<file path="src/rtl/left_shift_unit_if.sv">
// Operand/result bus for left_shift_unit.
// The producer drives start/number/range through the master modport; the
// shifter returns shifted/busy/done/overflow through the slave modport.
interface left_shift_unit_if;
    logic        start;
    logic [15:0] number;
    logic [3:0]  range;
    logic [15:0] shifted;
    logic        busy;
    logic        done;
    logic        overflow;

    modport master (
        output start, number, range,
        input  shifted, busy, done, overflow
    );

    modport slave (
        input  start, number, range,
        output shifted, busy, done, overflow
    );
endinterface

</file>
<file path="src/rtl/left_shift_unit.sv">
// Sequential 16-bit left shifter: one bit per clock, zero fill into bit 0.
// The result comes back with a one-cycle done pulse.
// Optional feature macro: LEFT_SHIFT_OVERFLOW_EN. When it is defined, overflow
// reports any sign-bit change seen while shifting. When it is undefined, the
// accumulator is removed and overflow is tied to 0.
module left_shift_unit (
    input  logic               clk,
    input  logic               rst,
    left_shift_unit_if.slave   bus
);

    typedef enum logic {
        IDLE  = 1'b0,
        SHIFT = 1'b1
    } state_t;

`ifdef LEFT_SHIFT_OVERFLOW_EN
    localparam int WORK_MSB = 15;
`else
    // The top work bit only feeds the sign-change detector, so it is dropped
    // when that detector is not built.
    localparam int WORK_MSB = 14;
`endif

    state_t              state_reg, state_next;
    logic [WORK_MSB:0]   work_reg, work_next;
    logic [3:0]          count_reg, count_next;
    logic [15:0]         shifted_reg, shifted_next;
    logic                busy_reg, busy_next;
    logic                done_reg, done_next;
`ifdef LEFT_SHIFT_OVERFLOW_EN
    logic                acc_reg, acc_next;
    logic                overflow_reg, overflow_next;
    logic                sign_change;
`endif

    // Work register moved up by one place with a zero entering bit 0.
    logic [15:0] shl;
    assign shl[0] = 1'b0;
    genvar gi;
    generate
        for (gi = 1; gi < 16; gi++) begin : g_shl
            assign shl[gi] = work_reg[gi-1];
        end
    endgenerate

`ifdef LEFT_SHIFT_OVERFLOW_EN
    // The sign bit changes on this shift when the top two bits differ.
    assign sign_change = work_reg[15] ^ work_reg[14];
`endif

    // State and datapath registers, cleared asynchronously.
    always_ff @(posedge clk or posedge rst) begin
        if (rst) begin
            state_reg    <= IDLE;
            work_reg     <= '0;
            count_reg    <= '0;
            shifted_reg  <= '0;
            busy_reg     <= 1'b0;
            done_reg     <= 1'b0;
`ifdef LEFT_SHIFT_OVERFLOW_EN
            acc_reg      <= 1'b0;
            overflow_reg <= 1'b0;
`endif
        end else begin
            state_reg    <= state_next;
            work_reg     <= work_next;
            count_reg    <= count_next;
            shifted_reg  <= shifted_next;
            busy_reg     <= busy_next;
            done_reg     <= done_next;
`ifdef LEFT_SHIFT_OVERFLOW_EN
            acc_reg      <= acc_next;
            overflow_reg <= overflow_next;
`endif
        end
    end

    // Next-state logic: accept in IDLE, shift once per clock in SHIFT.
    always_comb begin
        state_next    = state_reg;
        work_next     = work_reg;
        count_next    = count_reg;
        shifted_next  = shifted_reg;
        busy_next     = busy_reg;
        done_next     = 1'b0;
`ifdef LEFT_SHIFT_OVERFLOW_EN
        acc_next      = acc_reg;
        overflow_next = overflow_reg;
`endif
        case (state_reg)
            IDLE: begin
                if (bus.start) begin
                    if (bus.range != 4'd0) begin
                        work_next  = bus.number[WORK_MSB:0];
                        count_next = bus.range;
                        busy_next  = 1'b1;
                        state_next = SHIFT;
`ifdef LEFT_SHIFT_OVERFLOW_EN
                        acc_next   = 1'b0;
`endif
                    end else begin
                        // A zero shift completes at once without leaving IDLE.
                        shifted_next  = bus.number;
                        done_next     = 1'b1;
`ifdef LEFT_SHIFT_OVERFLOW_EN
                        overflow_next = 1'b0;
`endif
                    end
                end
            end
            SHIFT: begin
                work_next  = shl[WORK_MSB:0];
                count_next = count_reg - 4'd1;
`ifdef LEFT_SHIFT_OVERFLOW_EN
                acc_next   = acc_reg | sign_change;
`endif
                if (count_reg == 4'd1) begin
                    shifted_next  = shl;
                    done_next     = 1'b1;
                    busy_next     = 1'b0;
                    state_next    = IDLE;
`ifdef LEFT_SHIFT_OVERFLOW_EN
                    overflow_next = acc_reg | sign_change;
`endif
                end
            end
            default: state_next = IDLE;
        endcase
    end

    assign bus.shifted = shifted_reg;
    assign bus.busy    = busy_reg;
    assign bus.done    = done_reg;
`ifdef LEFT_SHIFT_OVERFLOW_EN
    assign bus.overflow = overflow_reg;
`else
    assign bus.overflow = 1'b0;
`endif

endmodule

</file>
<file path="src/flat_wrapper.sv">
// flat-port wrapper written by rule: the top's interface ports become plain ports
module left_shift_unit_flat 
  (clk, rst, bus_start, bus_number, bus_range, bus_shifted, bus_busy, bus_done, bus_overflow);
  left_shift_unit_if bus_i ();
  input  logic clk;
  input  logic rst;
  input wire logic [$bits(bus_i.start)-1:0] bus_start;
  input wire logic [$bits(bus_i.number)-1:0] bus_number;
  input wire logic [$bits(bus_i.range)-1:0] bus_range;
  output wire logic [$bits(bus_i.shifted)-1:0] bus_shifted;
  output wire logic [$bits(bus_i.busy)-1:0] bus_busy;
  output wire logic [$bits(bus_i.done)-1:0] bus_done;
  output wire logic [$bits(bus_i.overflow)-1:0] bus_overflow;
  assign bus_i.start = bus_start;
  assign bus_i.number = bus_number;
  assign bus_i.range = bus_range;
  assign bus_shifted = bus_i.shifted;
  assign bus_busy = bus_i.busy;
  assign bus_done = bus_i.done;
  assign bus_overflow = bus_i.overflow;
  left_shift_unit u_core (.clk(clk), .rst(rst), .bus(bus_i));
endmodule
</file>
<file path="config.mk">
export PLATFORM = sky130hd
export DESIGN_NAME = left_shift_unit_flat
export DESIGN_NICKNAME = d
export VERILOG_FILES = /design/src/rtl/left_shift_unit_if.sv /design/src/rtl/left_shift_unit.sv /design/src/flat_wrapper.sv
export SDC_FILE = /design/constraint.sdc
export NUM_CORES = 1
export LEC_CHECK = 0
export CORE_MARGIN = 2
export CORE_UTILIZATION = 35
export DETAILED_ROUTE_END_ITERATION = 8
export GPL_TIMING_DRIVEN = 0
export PLACE_DENSITY_LB_ADDON = 0.2
export SLEW_MARGIN = 20
export SYNTH_ARGS = -nofsm -noshare
export SYNTH_HDL_FRONTEND = slang
export SYNTH_SLANG_ARGS = --single-unit
</file>
<file path="constraint.sdc">
create_clock -name clk -period 2.2 [get_ports clk]
set_clock_uncertainty 0.1 [all_clocks]
set_input_delay 0.66 -clock clk [delete_from_list [all_inputs] [get_ports clk]]
set_output_delay 0.66 -clock clk [all_outputs]
set_load 0.05 [all_outputs]
</file>
After elaboration in Yosys (flattened, before gate mapping)
Cells that the tools add are included.
Operators by class
  add/sub/neg operators: 1
  eq/ne operators: 5
  multiplexer cells: 22
  bitwise operators: 1
  reductions and logical operators: 4
Operator list (number)
  $mux 16: 3
  $pmux 16 s2: 1
  $mux 15: 2
  $pmux 15 s2: 1
  $mux 1: 9
  $mux 4: 2
  $pmux 4 s2: 1
  $ne 2x2->1 const B: 3
  $pmux 1 s2: 3
  $reduce_and 3->1: 2
  $eq 4x1->1 const B: 1
  $reduce_bool 4->1: 1
  $sub 4x1->4 const B: 1
  $ne 2x1->1 const B: 1
  $reduce_and 2->1: 1
  $not 1->1: 1
Word-level totals
  flip-flop bits (word level): 38
  bits of input ports: 23
  output and inout port bits: 19
  logic and storage cells: 39

Depth between registers and ports, before layout
  depth after elaboration: 4
  gate-level depth with buffers: 6
  gate-level depth less buffers: 5

Worst setup path after synthesis
Ideal clock, no wire load.
  kind: in2reg
  start point: input bus_range[2]
  end point: register u_core.work_reg[10]
  data arrival time: 1.969 ns
  setup slack: 0.006 ns
  cell stages on the path: 4
  path buffers: 1
  path through: or4_4 > a21oi_4 > buf_12 > mux2_4
Between the ends
  longest elaborated chain between the ends: 3
RTL lines
  from (decl): line flat_wrapper.sv:9  | input wire logic [$bits(bus_i.range)-1:0] bus_range;
  $reduce_bool 4->1: line left_shift_unit.sv:94  | if (bus.range != 4'd0) begin
  $ne 2x1->1 (no line)
  $reduce_and 2->1 (no line)
  to (signal assigned): line left_shift_unit.sv:67  | work_reg <= work_next;
  to (decl): line left_shift_unit.sv:26  | logic [WORK_MSB:0] work_reg, work_next;
No other way between the ends.
A chain may end at the register's enable or synchronous reset.

Final worst setup path
  start point: register u_core.done_reg, in the netlist u_core.bus.done
  end point: output bus_done
RTL lines
  from (decl): line left_shift_unit.sv:30  | logic done_reg, done_next;
  from (signal assigned): line left_shift_unit.sv:71  | done_reg <= done_next;
  to (decl): line flat_wrapper.sv:12  | output wire logic [$bits(bus_i.done)-1:0] bus_done;
No word-level cell between the ends.

==> results.toml <==
[route]
routed_via_density = 4.69
drt-pass1-iter-count = 4
drtIter0Drc = 41
drc = 0
routedWlPerCell_um = 14.3
wl_um = 3420
antenna_left = 0
vias = 1121

[outcome]
status = "complete, no violations"

[critical_path]
cpMaxStageDelayCell = "clkdlybuf4s50_1"
crit_family = "buffers and inverters"
cp.buffers_inverters = 1
path_cells = "clkdlybuf4s50_1"
crit_start = "u_core.bus.done"
reg2reg_from = "u_core.count_reg[0]"
max_stage_delay_ps = 790
crit_path_end = "bus_done"
r2r_cells = 5
critPathKind = "reg2out"
cp-start-kind = "register"
cp.depth = 1
cp_data_arrival_time_ps = 1400
required_ps = 1440
cp-end-kind = "output pin"
rr_endpoint = "u_core.bus.shifted[14]"
regToRegSetupSlack_ps = 410
critical_path.max_fanout = 1

[clock_tree]
tritoncts = "yes"
clkLatencyLatePin_ps = 280
cts.clk_slew.worst_paths_ps = 70
ctsLongestPathBuffers = 2
clock_sinks = 38
hold_buffers = 0
numCtsBuffers = 5
cts_root_buf = "clkbuf_8"
htreeDepth = 2

[final_layout]
final_common_cell = "mux2_2"
area_delta_synth_final_pct = 35.0
postLayoutCoreUtil_pct = 49.7
layout-drive-gt1-share_pct = 40.7
largest_reg_flops = 16
fin_nets = 197
diodes = 0
layout_common_cells = "mux2_2 (40), dfrtp_1 (38), clkdlybuf4s50_1 (19)"

[global_route]
overflow = 0
grt_pass1_vias = 1180
antenna_found_initial = 0
grt_pass1_wl_um = 5580
track_usage_pct = 13.3
grt_start_max_net_pins = 29

[synthesis]
syn_avg_cell_area_um2 = 14.7
synth_fa_ha_area_share_pct = 1.41
synth_top_family_by_area = "multiplexers"
postSynthCellCount = 121
yosys_warnings = 0
yosys.area_share.simple_pct = 4.09
synth_compound_area_share_pct = 5.36
yosysSeqAreaShare_pct = 53.6
synth_seq_cells = 38
synth_xor_area_share_pct = 0.987
muxShareOfSynthArea_pct = 29.6
syn_area_um2 = 1770
syn_nets = 146
synth_cell_type_count = 28

[floorplan]
die_x_um = 75.2
std_cell_rows = 25
fp.dieH_um = 75.2
coreArea_um2 = 4820
start_util_pct = 36.8
pin_count = 42
die-area_um2 = 5650

[timing]
max_freq_ghz = 0.463
max-slew-margin-rel_pct = 66.4
rsz0062_at_grt = "no"
post-route-period-util_pct = 98.1
hold_violations = 0
slew_viol_final = 0
tightest_slew_ps = 504
fin_crit_ps = 2160
fin_ws_ps = 40.9
setup_viol = 0

[placement]
dp_hpwl_um = 2480
place.gp.congestion = 0.703
pre_cts_ws_ps = -619
numPortBuffers = 40

[run]
maxCapViolations = 0

[worst_hold_path]
hold_class = "reg2reg"

[power]
finalPower_mw = 3.25
ir_drop_mv = 0.565
power_density_nw_per_um2 = 1360
p_leak_nw = 1.21
-- repair_timing --
action / in CTS / in global routing
pin swaps: 3 / 2
setup endpoints to repair: 38 / 14
gates resized for setup: 16 / 8
setup buffers: 3 / 0
-- routing by layer --
layer,routed length [um],share of wire [%],global-route usage (%),up-vias
met2,1790,52,21.6,23
met3,134,3.9,3.48,5
li1,-,-,-,526
met5,0,0,0,-
met1,1450,42,16.9,567
met4,47,1.4,5.65,0
-- metrics by stage --
| step | area [um2] | cells | TNS, ps | hold slack [ps] |
|---|---|---|---|---|
| global route | 2400 | 239 | 0 | 413 |
| finish | 2400 | 239 | 0 | 390 |
| CTS | 2380 | 239 | 0 | 406 |
| floorplan | 1770 | 121 | 0 | 371 |
| global placement | 2260 | 228 | -26010 | 359 |
| detailed placement | 2280 | 229 | -15700 | 392 |
-- layout make-up --
cell class | count | area (um2)
sequential | 38 | 951
tap | 67 | 83.8
multi-input combinational | 72 | 747
fill | 443 | 2420
clock buffer | 7 | 76.3
timing repair buffer | 44 | 454
buffer | 6 | 65.1
inverter | 5 | 18.8
-- cells by family after synthesis --
| family | Yosys count |
|---|---|
| mux | 45 |
| flops | 38 |
| compound gates | 11 |
| simple gates | 11 |
| buf+inv | 11 |
| fa+ha+maj | 2 |
| xor+xnor | 2 |
| other cells | 1 |
-- worst min path at each step --
stage / startpoint / end / slack (ps) / cells past startpoint
after CTS: u_core.bus.busy / u_core.bus.busy / 410 / 1
final: u_core.bus.busy / u_core.bus.busy / 390 / 1
after floorplan: u_core.work_reg[0] / u_core.work_reg[0] / 370 / 1
after detailed placement: u_core.bus.shifted[9] / u_core.bus.shifted[9] / 390 / 1
after global placement: u_core.bus.busy / u_core.bus.busy / 360 / 1
after global routing: u_core.bus.shifted[8] / u_core.bus.shifted[8] / 410 / 1
-- cells in the mapped netlist, drive strengths merged --
cell type / n / area (um2)
xor2: 2 / 17.5
nand2: 2 / 7.51
nor2b: 2 / 12.5
and2: 2 / 13.8
or4: 1 / 11.3
a221o: 1 / 11.3
a22o: 2 / 18.8
inv: 5 / 18.8
dfrtp: 38 / 951
nor2: 1 / 3.75
conb: 1 / 3.75
o21ai: 1 / 5.00
nor4: 1 / 6.26
and4bb: 1 / 12.5
a21o: 3 / 25.0
buf: 6 / 65.1
nor3: 1 / 5.00
ha: 2 / 25.0
a21oi: 4 / 35.0
mux2: 45 / 526
-- power by group --
| part | switching, mW | internal [mW] |
|---|---|---|
| Combinational | 0.897 | 0.751 |
| Sequential | 0.156 | 1.00 |
| Clock | 0.225 | 0.218 |
Power figures use the tool's default switching activity.
